==> config.mk <==
export PLATFORM = sky130hd
export DESIGN_NAME = vin_ps2_rx
export DESIGN_NICKNAME = d
export VERILOG_FILES = /design/src/rtl/vin_ps2_pkg.sv /design/src/rtl/ps2_event_fifo.sv /design/src/rtl/vin_ps2_rx.sv
export SDC_FILE = /design/constraint.sdc
export NUM_CORES = 1
export LEC_CHECK = 0
export CAP_MARGIN = 0
export CORE_MARGIN = 2
export CORE_UTILIZATION = 63
export CTS_CLUSTER_DIAMETER = 30
export DETAILED_ROUTE_END_ITERATION = 10
export DONT_BUFFER_PORTS = 1
export GPL_ROUTABILITY_DRIVEN = 0
export GPL_TIMING_DRIVEN = 0
export PLACE_DENSITY_LB_ADDON = 0.05
export SKIP_CTS_REPAIR_TIMING = 1
export SYNTH_ARGS = -nofsm -noshare
export SYNTH_HDL_FRONTEND = slang
export SYNTH_SLANG_ARGS = --single-unit
==> constraint.sdc <==
create_clock -name clk -period 2.45 [get_ports clk]
set_input_delay 0.245 -clock clk [delete_from_list [all_inputs] [get_ports clk]]
set_output_delay 0.245 -clock clk [all_outputs]
set_load 0.1 [all_outputs]
==> src/rtl/vin_ps2_pkg.sv <==
// Shared types and constants for the vin PS/2 keyboard receiver.
// Event layout: {ext, brk, code[7:0]}.
package vin_ps2_pkg;

  typedef enum logic [1:0] {
    IDLE,
    DATA,
    PARITY,
    STOP
  } state_t;

  localparam logic [7:0] PS2_EXT = 8'hE0;
  localparam logic [7:0] PS2_BRK = 8'hF0;

  localparam int EV_W        = 10;
  localparam int EV_CODE_LSB = 0;
  localparam int EV_BRK_BIT  = 8;
  localparam int EV_EXT_BIT  = 9;

  typedef struct packed {
    logic       ext;
    logic       brk;
    logic [7:0] code;
  } ps2_ev_t;

  function automatic logic odd_parity(
    input logic [7:0] b,
    input logic       p
  );
    return ^{b, p};
  endfunction

endpackage

==> src/rtl/ps2_event_fifo.sv <==
// Synchronous first-word-fall-through FIFO for decoded key events.
// A push while full is accepted only when a pop frees the slot.
import vin_ps2_pkg::*;

module ps2_event_fifo #(
  parameter int DEPTH = 8
) (
  input  logic                    clk,
  input  logic                    rst_n,
  input  logic                    push,
  input  logic [EV_W-1:0]         push_data,
  input  logic                    pop_req,
  output logic                    valid,
  output logic [EV_W-1:0]         rd_data,
  output logic                    full,
  output logic                    pop,
  output logic [$clog2(DEPTH):0]  count
);

  localparam int AW = $clog2(DEPTH);

  logic [EV_W-1:0] mem [DEPTH];
  logic [AW-1:0]   wr_ptr;
  logic [AW-1:0]   rd_ptr;
  logic [AW:0]     cnt;
  logic            empty;
  logic            wr_en;

  assign empty   = (cnt == '0);
  assign full    = (cnt == (AW+1)'(DEPTH));
  assign pop     = pop_req && !empty;
  assign wr_en   = push && (!full || pop);
  assign valid   = !empty;
  assign rd_data = empty ? '0 : mem[rd_ptr];
  assign count   = cnt;

  always_ff @(posedge clk) begin
    if (wr_en) mem[wr_ptr] <= push_data;
  end

  always_ff @(posedge clk or negedge rst_n) begin
    if (!rst_n) begin
      wr_ptr <= '0;
      rd_ptr <= '0;
      cnt    <= '0;
    end else begin
      if (wr_en) wr_ptr <= wr_ptr + 1'b1;
      if (pop)   rd_ptr <= rd_ptr + 1'b1;
      unique case ({wr_en, pop})
        2'b10:   cnt <= cnt + 1'b1;
        2'b01:   cnt <= cnt - 1'b1;
        default: cnt <= cnt;
      endcase
    end
  end

endmodule

==> src/rtl/vin_ps2_rx.sv <==
// PS/2 keyboard receiver: sync + deglitch, frame FSM with timeout,
// E0/F0 prefix folding and a buffered key-event stream.
import vin_ps2_pkg::*;

module vin_ps2_rx #(
  parameter int FILTER_LEN     = 4,
  parameter int TIMEOUT_CYCLES = 100000,
  parameter int FIFO_DEPTH     = 8,
  parameter int PARITY_CHECK   = 1
) (
  input  logic                         clk,
  input  logic                         rst_n,
  input  logic                         ps2_clk,
  input  logic                         ps2_data,
  output logic                         ev_valid,
  input  logic                         ev_ready,
  output logic [EV_W-1:0]              ev_data,
  output logic [$clog2(FIFO_DEPTH):0]  fifo_count,
  output logic [15:0]                  code,
  output logic                         err_parity,
  output logic                         err_frame,
  output logic                         overflow,
  input  logic                         err_clr
);

  localparam int CW   = $clog2(FILTER_LEN);
  localparam int TO_W = $clog2(TIMEOUT_CYCLES + 1);
  localparam logic [CW-1:0]   FL_MAX = CW'(FILTER_LEN - 1);
  localparam logic [TO_W-1:0] TO_MAX = TO_W'(TIMEOUT_CYCLES - 1);

  logic [1:0]      clk_sync;
  logic [1:0]      dat_sync;
  logic            clk_f;
  logic            dat_f;
  logic [CW-1:0]   clk_cnt;
  logic [CW-1:0]   dat_cnt;
  logic            fall;

  state_t          state;
  state_t          state_nxt;
  logic [2:0]      bit_cnt;
  logic [7:0]      shreg;
  logic            par_bit;
  logic [TO_W-1:0] tcnt;
  logic            timeout;
  logic            accept;
  logic            perr;
  logic            ferr;

  logic            ext_q;
  logic            brk_q;
  logic            push_q;
  ps2_ev_t         push_ev;
  logic            fifo_full;
  logic            fifo_pop;
  logic            drop;

  // Synchronisers preset to the idle-bus level.
  always_ff @(posedge clk or negedge rst_n) begin
    if (!rst_n) begin
      clk_sync <= 2'b11;
      dat_sync <= 2'b11;
    end else begin
      clk_sync <= {clk_sync[0], ps2_clk};
      dat_sync <= {dat_sync[0], ps2_data};
    end
  end

  always_ff @(posedge clk or negedge rst_n) begin
    if (!rst_n) begin
      clk_f   <= 1'b1;
      clk_cnt <= '0;
      fall    <= 1'b0;
    end else begin
      fall <= 1'b0;
      if (clk_sync[1] == clk_f) begin
        clk_cnt <= '0;
      end else if (clk_cnt == FL_MAX) begin
        clk_f   <= clk_sync[1];
        clk_cnt <= '0;
        fall    <= clk_f;
      end else begin
        clk_cnt <= clk_cnt + 1'b1;
      end
    end
  end

  always_ff @(posedge clk or negedge rst_n) begin
    if (!rst_n) begin
      dat_f   <= 1'b1;
      dat_cnt <= '0;
    end else if (dat_sync[1] == dat_f) begin
      dat_cnt <= '0;
    end else if (dat_cnt == FL_MAX) begin
      dat_f   <= dat_sync[1];
      dat_cnt <= '0;
    end else begin
      dat_cnt <= dat_cnt + 1'b1;
    end
  end

  assign timeout = (state != IDLE) && !fall && (tcnt == TO_MAX);

  always_comb begin
    state_nxt = state;
    accept    = 1'b0;
    perr      = 1'b0;
    ferr      = 1'b0;
    if (timeout) begin
      state_nxt = IDLE;
      ferr      = 1'b1;
    end else if (fall) begin
      unique case (state)
        IDLE: begin
          if (!dat_f) state_nxt = DATA;
          else        ferr      = 1'b1;
        end
        DATA: begin
          if (bit_cnt == 3'd7) state_nxt = PARITY;
        end
        PARITY: state_nxt = STOP;
        STOP: begin
          state_nxt = IDLE;
          if (!dat_f)
            ferr = 1'b1;
          else if (PARITY_CHECK != 0 &&
                   !odd_parity(shreg, par_bit))
            perr = 1'b1;
          else
            accept = 1'b1;
        end
        default: state_nxt = IDLE;
      endcase
    end
  end

  always_ff @(posedge clk or negedge rst_n) begin
    if (!rst_n) begin
      state   <= IDLE;
      bit_cnt <= '0;
      shreg   <= '0;
      par_bit <= 1'b0;
      tcnt    <= '0;
    end else begin
      state <= state_nxt;
      if (state == IDLE || fall || timeout)
        tcnt <= '0;
      else
        tcnt <= tcnt + 1'b1;
      if (fall) begin
        unique case (state)
          IDLE: bit_cnt <= '0;
          DATA: begin
            shreg   <= {dat_f, shreg[7:1]};
            bit_cnt <= bit_cnt + 3'd1;
          end
          PARITY:  par_bit <= dat_f;
          default: ;
        endcase
      end
    end
  end

  // Prefix bytes only arm flags; any other byte emits one event.
  always_ff @(posedge clk or negedge rst_n) begin
    if (!rst_n) begin
      code       <= '0;
      ext_q      <= 1'b0;
      brk_q      <= 1'b0;
      push_q     <= 1'b0;
      push_ev    <= '0;
      err_parity <= 1'b0;
      err_frame  <= 1'b0;
    end else begin
      push_q     <= 1'b0;
      err_parity <= perr;
      err_frame  <= ferr;
      if (perr || ferr) begin
        ext_q <= 1'b0;
        brk_q <= 1'b0;
      end else if (accept) begin
        code <= {code[7:0], shreg};
        unique case (1'b1)
          (shreg == PS2_EXT): ext_q <= 1'b1;
          (shreg == PS2_BRK): brk_q <= 1'b1;
          default: begin
            push_q  <= 1'b1;
            push_ev <= '{ext: ext_q, brk: brk_q, code: shreg};
            ext_q   <= 1'b0;
            brk_q   <= 1'b0;
          end
        endcase
      end
    end
  end

  ps2_event_fifo #(
    .DEPTH (FIFO_DEPTH)
  ) u_fifo (
    .clk       (clk),
    .rst_n     (rst_n),
    .push      (push_q),
    .push_data (push_ev),
    .pop_req   (ev_ready),
    .valid     (ev_valid),
    .rd_data   (ev_data),
    .full      (fifo_full),
    .pop       (fifo_pop),
    .count     (fifo_count)
  );

  assign drop = push_q && fifo_full && !fifo_pop;

  always_ff @(posedge clk or negedge rst_n) begin
    if (!rst_n)       overflow <= 1'b0;
    else if (drop)    overflow <= 1'b1;
    else if (err_clr) overflow <= 1'b0;
  end

endmodule

==> results by group <==
Outcome
  – Outcome: finished, violations left
  – Failing checks: setup timing

Run
  – Maxcap violations: 0

Final layout
  – Nets: 489
  – ANT cells: 0
  – Area delta synth->final: 17.1%
  – Fin cells: approximately 620
  – Share of cells above drive strength 1: 0.309
  – Post-layout util: 0.766
  – Fin area: 7980 um2

GRT
  – First-pass GRT wire length: 19200 um
  – Grt ovf: 0
  – GRT Total Usage: 0.226
  – Number of global-route vias before repair: 3763
  – Antenna violations before repair: 0
  – Largest net degree at the start of global routing: 85

Drt
  – Routed len/inst: approximately 19 um
  – # DRC: 0
  – Detail Route Antenna Nets: 0
  – TritonRoute pass-1 iters: 4
  – Total number of vias: 3596
  – Vias per inst: 5.82
  – Routed WL: 12000 um
  – 1st-iter DRT viols: 257

Setup path
  – CP required: approximately 2.8 ns
  – CP startpoint kind: flip-flop
  – Largest delay share family, worst path: simple AND/OR/NAND/NOR gates
  – Crit Path Category: flip-flop to flip-flop
  – Setup crit end kind: flip-flop
  – CP Max Fanout: 7
  – Critical Path AT: between 2 and 3 ns
  – Crit path largest cell delay: 0.65 ns
  – Crit path buffers/inverters: 0
  – CP Cell Sequence: nor4_4 -> nor2b_2 -> ha_4 -> xor2_1 -> ha_2 -> a21oi_2 -> xor2_1 -> nor2_1 -> xor2_1
  – Critical-path top delay cell: dfrtp_4
  – Most Frequent Cell on Critical Path: xor2_1

Logic synthesis
  – Multiplexer share of the synthesized area: 0.146
  – Warnings, synthesis: 0
  – Top cell type by total area after synthesis: edfxtp_1
  – Syn_nets: 457
  – Synth Area in Adders: 0.0257
  – Post-synth EDFFs: 80
  – Top-area cell type share of the netlist area: 0.352
  – Combinational family with the most area after synthesis: multiplexers
  – XOR/XNOR Fraction of Synth Area: 0.0453
  – Simple-gate share of the synthesized area: 0.0811
  – Synth area leaders: edfxtp_1, dfrtp_1, mux4_2, mux2_2, mux2_4
  – Compound-gate portion of the synthesized area: 0.0217
  – Top-count cell post-synth: edfxtp_1
  – Post-synthesis sequential area ratio: 0.662
  – Yosys cell types: 46
  – Async SR Flop Fraction: 0.512
  – Post-Synthesis Mean Instance Area: between 15 and 20 um2
  – Main synth FF type: edfxtp_1
  – Cells after Synth: 437
  – Mapped cell area: 6820 um2
  – Synth Register Bits: about 160
  – Commonest cells in the netlist: edfxtp_1, dfrtp_1, nor2_1

Power and ir drop
  – Tot Pwr: between 8 and 9 mW
  – Pint: 5.42 mW
  – Part of the power in combinational logic: 0.256
  – Switching Share: 0.339
  – Static Leak: around 3.2 nW
  – P per Cell Area: 1030 nW/um2
  – Power share of the clock group: 0.320
  – Peak supply drop: 0.000950 V
  – Sequential share of power: 0.424
  – P_sw: 2.78 mW

Die
  – Initial Util: 0.654
  – Num rows: 37
  – Core area: 10400 um2
  – Die X: 108 um
  – Ports: 40
  – Die ar.: 11700 um2
  – Chip height: between 100 and 150 um

Clocking
  – CTS Buffer Depth: 2
  – Clk root buf: clkbuf_8
  – CTS buffer count: 17
  – CTS tree: yes
  – Htree depth: 4
  – Skew-Pair Late Insertion Delay: 0.53 ns
  – Clk sinks: approximately 160
  – Clock slew seen by the registers of the worst setup and hold paths: 0.06 ns

Timing
  – Final critical-path share of the clock period: 1.04
  – Setup TNS: -0.163 ns
  – Final WS setup: -0.105 ns
  – Setup Skew: 0.0106 ns
  – Slew Limit Fails: 0
  – Hold_ws: 0.125 ns
  – Slew @ Worst Pin: 0.958 ns
  – Min cycle time layout: around 2.6 ns
  – Rel. slew slack: 0.362
  – Maximum clock frequency: between 300 and 400 MHz
  – Final Hold Fails: 0
  – RSZ-0062 raised after global routing: yes
  – Final setup viols: 2

Placement
  – Pre-CTS setup slack: -0.356 ns
  – Detailed Place HPWL: 7540 um
  – Number of placed instances, taps included: 573
  – Port Buffers: 0
  – Post-DP Area: 7070 um2

Hold path
  – Min-delay worst type: input port to flip-flop
==> worst register-to-register path, cell delays in order (launching register included) <==
cell and delay, ns:
dfrtp_4 0.65, nor4_4 0.50, nor2b_2 0.19, ha_4 0.21, xor2_1 0.15, ha_2 0.19, a21oi_2 0.15, xor2_1 0.17
nor2_1 0.08, xor2_1 0.14
==> logic make-up (layout without fill, tap and decap cells) <==
group | Yosys count | count (layout)
XOR/XNOR | 32 | 32
adder cells (fa/ha/maj) | 14 | 14
buffers and inverters | 29 | 74
AND/OR/NAND/NOR | 112 | 112
flip-flops | 164 | 164
multiplexers | 65 | 65
AO/OA/AOI/OAI | 21 | 21
==> registers in the layout, summed over array words and instances (netlist names), 2 cells and up <==
name	flops
u_fifo.rd_ptr	3
push_ev	10
shreg	8
clk_sync	2
clk_cnt	2
u_fifo.count	4
dat_cnt	2
u_fifo.mem	80
u_fifo.wr_ptr	3
dat_sync	2
tcnt	17
code	16
bit_cnt	3
state	2
==> routing by layer <==
metal / part of all wire / track usage
met5: 0 / 0
met4: 0.015 / 0.0815
met1: 0.42 / 0.298
met2: 0.52 / 0.368
met3: 0.043 / 0.0597
==> path summary, 6_finish.rpt <==
kind	slack, ns	to	start	cells past startpoint
setup / recovery	-0.10	u_fifo.count[2]$_DFFE_PN0P_	u_fifo.count[2]$_DFFE_PN0P_	9
hold / removal	0.13	u_fifo.rd_ptr[0]$_DFFE_PN0P_	ev_ready	2
setup reg to reg	-0.10	u_fifo.count[2]$_DFFE_PN0P_	u_fifo.count[2]$_DFFE_PN0P_	9
hold reg to reg	0.36	dat_sync[1]$_DFF_PN1_	dat_sync[0]$_DFF_PN1_	0
max in group asynchronous	1.76	clk_sync[1]$_DFF_PN1_	rst_n	2
min in group asynchronous	0.26	u_fifo.rd_ptr[2]$_DFFE_PN0P_	rst_n	2
==> power by group through the flow <==
stage / logic [mW] / registers [mW] / clock network [mW]
after CTS: 1.83 / 3.43 / 2.67
after floorplan: 1.58 / 3.45 / 0
after detailed placement: 1.81 / 3.48 / 0
after global placement: 1.78 / 3.47 / 0
final: 2.10 / 3.48 / 2.62
after global routing: 2.24 / 3.50 / 2.80
==> cell usage in the layout (no fill, tap or decap), types with 3 or more instances in the layout <==
cell type       n
nor2_2          6
a32o_1          3
bufinv_16       4
dlygate4sd3_1   5
xnor2_1        12
nand2b_1        3
mux4_2         20
mux2i_1         3
buf_4           6
buf_6           5
nand3_1         6
nor3_1          6
clkbuf_1        8
o2bb2ai_1       3
mux2_2         21
clkinv_1        3
nor2_1         24
edfxtp_1       80
dfrtp_1        73
clkinvlp_4      3
mux2i_2         8
nor3_4          3
nand4_1         6
o21ai_0         6
ha_1           11
clkinv_2        3
mux2_4         13
clkbuf_16      16
inv_1          13
dfstp_2         6
nor2_4         10
xor2_1         17
nand2_1        24
nor2b_1         5
dfrtp_4         4
==> layout make-up <==
| type | count | area [um2] |
|---|---|---|
| buffer | 14 | 111 |
| clock buffer | 20 | 425 |
| clock inverter | 12 | 161 |
| fill | 617 | 2440 |
| inverter | 15 | 65.1 |
| multi-input combinational | 244 | 2380 |
| sequential | 164 | 4530 |
| tap | 136 | 170 |
| timing repair buffer | 13 | 134 |
Note: power is estimated with default switching activity, not from simulation.
==> variant: new RTL, same settings <==
Set the parameter `TIMEOUT_CYCLES` to 50000 (it was 100000).
--- a/src/rtl/vin_ps2_rx.sv
+++ b/src/rtl/vin_ps2_rx.sv
@@ -4,7 +4,7 @@
 
 module vin_ps2_rx #(
   parameter int FILTER_LEN     = 4,
-  parameter int TIMEOUT_CYCLES = 100000,
+  parameter int TIMEOUT_CYCLES = 50000,
   parameter int FIFO_DEPTH     = 8,
   parameter int PARITY_CHECK   = 1
 ) (
Function: no difference found for any inputs over 10 cycles, from zero or initial values and one cycle with rst_n low; that may be too few to reach the edited logic, so the function may still have changed.
==> variant against the unedited design <==
Wire length is 1.1% higher. Sequential cell count is 1 lower. Synthesized area up 0.44%. Final area stayed put. The flow still finishes with violations (setup timing). Final cell count rose by 1.5%. Worst setup slack worse by 0.59 ns. Clock skew down 0.0014 ns. Largest cell class unchanged.
Power is not compared: it rests on default switching activity, and its combinational part moved more than twofold at a synthesized area within 25%.
==> variant: results (changes against the unedited design) <==
Setup WS pre-CTS=-0.713 ns (-0.357 ns); CP arrival=3.59 ns (+0.65 ns); DP HPWL=7.56 mm (+0.27%); largest net degree at the start of global routing=84 (-1.2%); Max H-tree Level=4 (unchanged); Leakage=between 3 and 4 nW; unique cell type count in the Yosys netlist=48 (+4.3%); multiplexer area fraction after synthesis=14.3% (-0.25 points); status=complete, but fails checks; filler cell count=675 (+9.4%); setup_tns=-4.76 ns (-4.60 ns); Met2 Wirelength=6.21 mm (-0.81%); Worst-Margin Slew=0.942 ns (-0.0159 ns); Clock Path Buffers=2 (unchanged); GR Util All Layers=22.8% (+0.17 points); post-synthesis net count=464 (+1.5%); first-pass GRT wire length=19.5 mm (+1.7%); DRT iter0 DRCs=195 (-24%); complex-gate fraction of the synthesized area=3.84% (+1.7 points); Seq/Total Area, Yosys=65.5% (-0.66 points); Sequential Power Share=46.4%; grt met3 use=6.27% (+0.30 points); Adder-Cell Fraction of Synth Area=2.56% (-0.011 points); P_comb=892 µW; Synth area leaders=edfxtp_1 35%, dfrtp_1 28%, mux4_2 6.6%; syn avg cell area=15.4 µm² (-1.1%); setup violators final=15 (+13); nets@finish=494 (+1.0%); commonest cells in the synthesized netlist=80 x edfxtp_1, 77 x dfrtp_1, 32 x nor2_1; dpl cells=584 (+1.9%); Largest stage delay, worst path=0.63 ns (-0.02 ns); reg2reg path depth=12 (+3); CP Max Fanout=6 (-1); via count=3650 (+1.5%); grt met1 use=30.0% (+0.16 points); total wire length=12.2 mm (+1.1%); final worst slack=-0.700 ns (-0.595 ns); DRT met1 WL=5.14 mm (+1.3%); Post-DP Area=7100 µm² (+0.44%); routed length on met3=609 µm (+18%); failing checks=setup timing; top flop regs=u_fifo.mem: 80 flops, code: 16 flops, tcnt: 16 flops; global routing usage on met2=37.4% (+0.58 points); asr flop ratio synth=50.9% (-0.30 points); clock skew=0.00922 ns (-0.00142 ns); Critical Path Source=u_fifo.count[2]; Routed wire per std cell=19.4 µm (-0.35%); Synth Area in XOR/XNOR=3.97% (-0.57 points); Hold Path Stages=4 (+2); fraction of layout cells with a size suffix above 1=29.6% (-1.3 points)
[variant: cell count changes in the layout (fill, tap and decap cells not counted), moves of 5 or more]
cell	delta
mux2i_1	+9
o21ai_0	+9
a21oi_1	+6
mux2i_2	-8
mux2_4	-6
nor2_1	-9
xor2_1	-5
[variant: cell type report]
type                    count  area, µm²  share of cell area (%)
inverters                  15       62.6                   0.784
plain buffers              15       95.1                    1.19
multi-input cells         251       2390                    30.0
well taps                 140        175                    2.20
clock buffers              18        418                    5.24
repair buffers             11        130                    1.63
flip-flops and latches    163       4500                    56.4
clock inverters            14        203                    2.54
[variant: worst min path at each step]
stage | from | to | slack (ns)
6_report | ev_ready | u_fifo.wr_ptr[0] | 0.15
5_1_grt | ev_ready | u_fifo.wr_ptr[0] | 0.16
4_1_cts | rst_n | u_fifo.count[3] | -0.61
3_5_place_dp | rst_n | u_fifo.count[3] | -0.05
3_3_place_gp | rst_n | u_fifo.count[3] | -0.05
2_1_floorplan | rst_n | bit_cnt[0] | -0.05
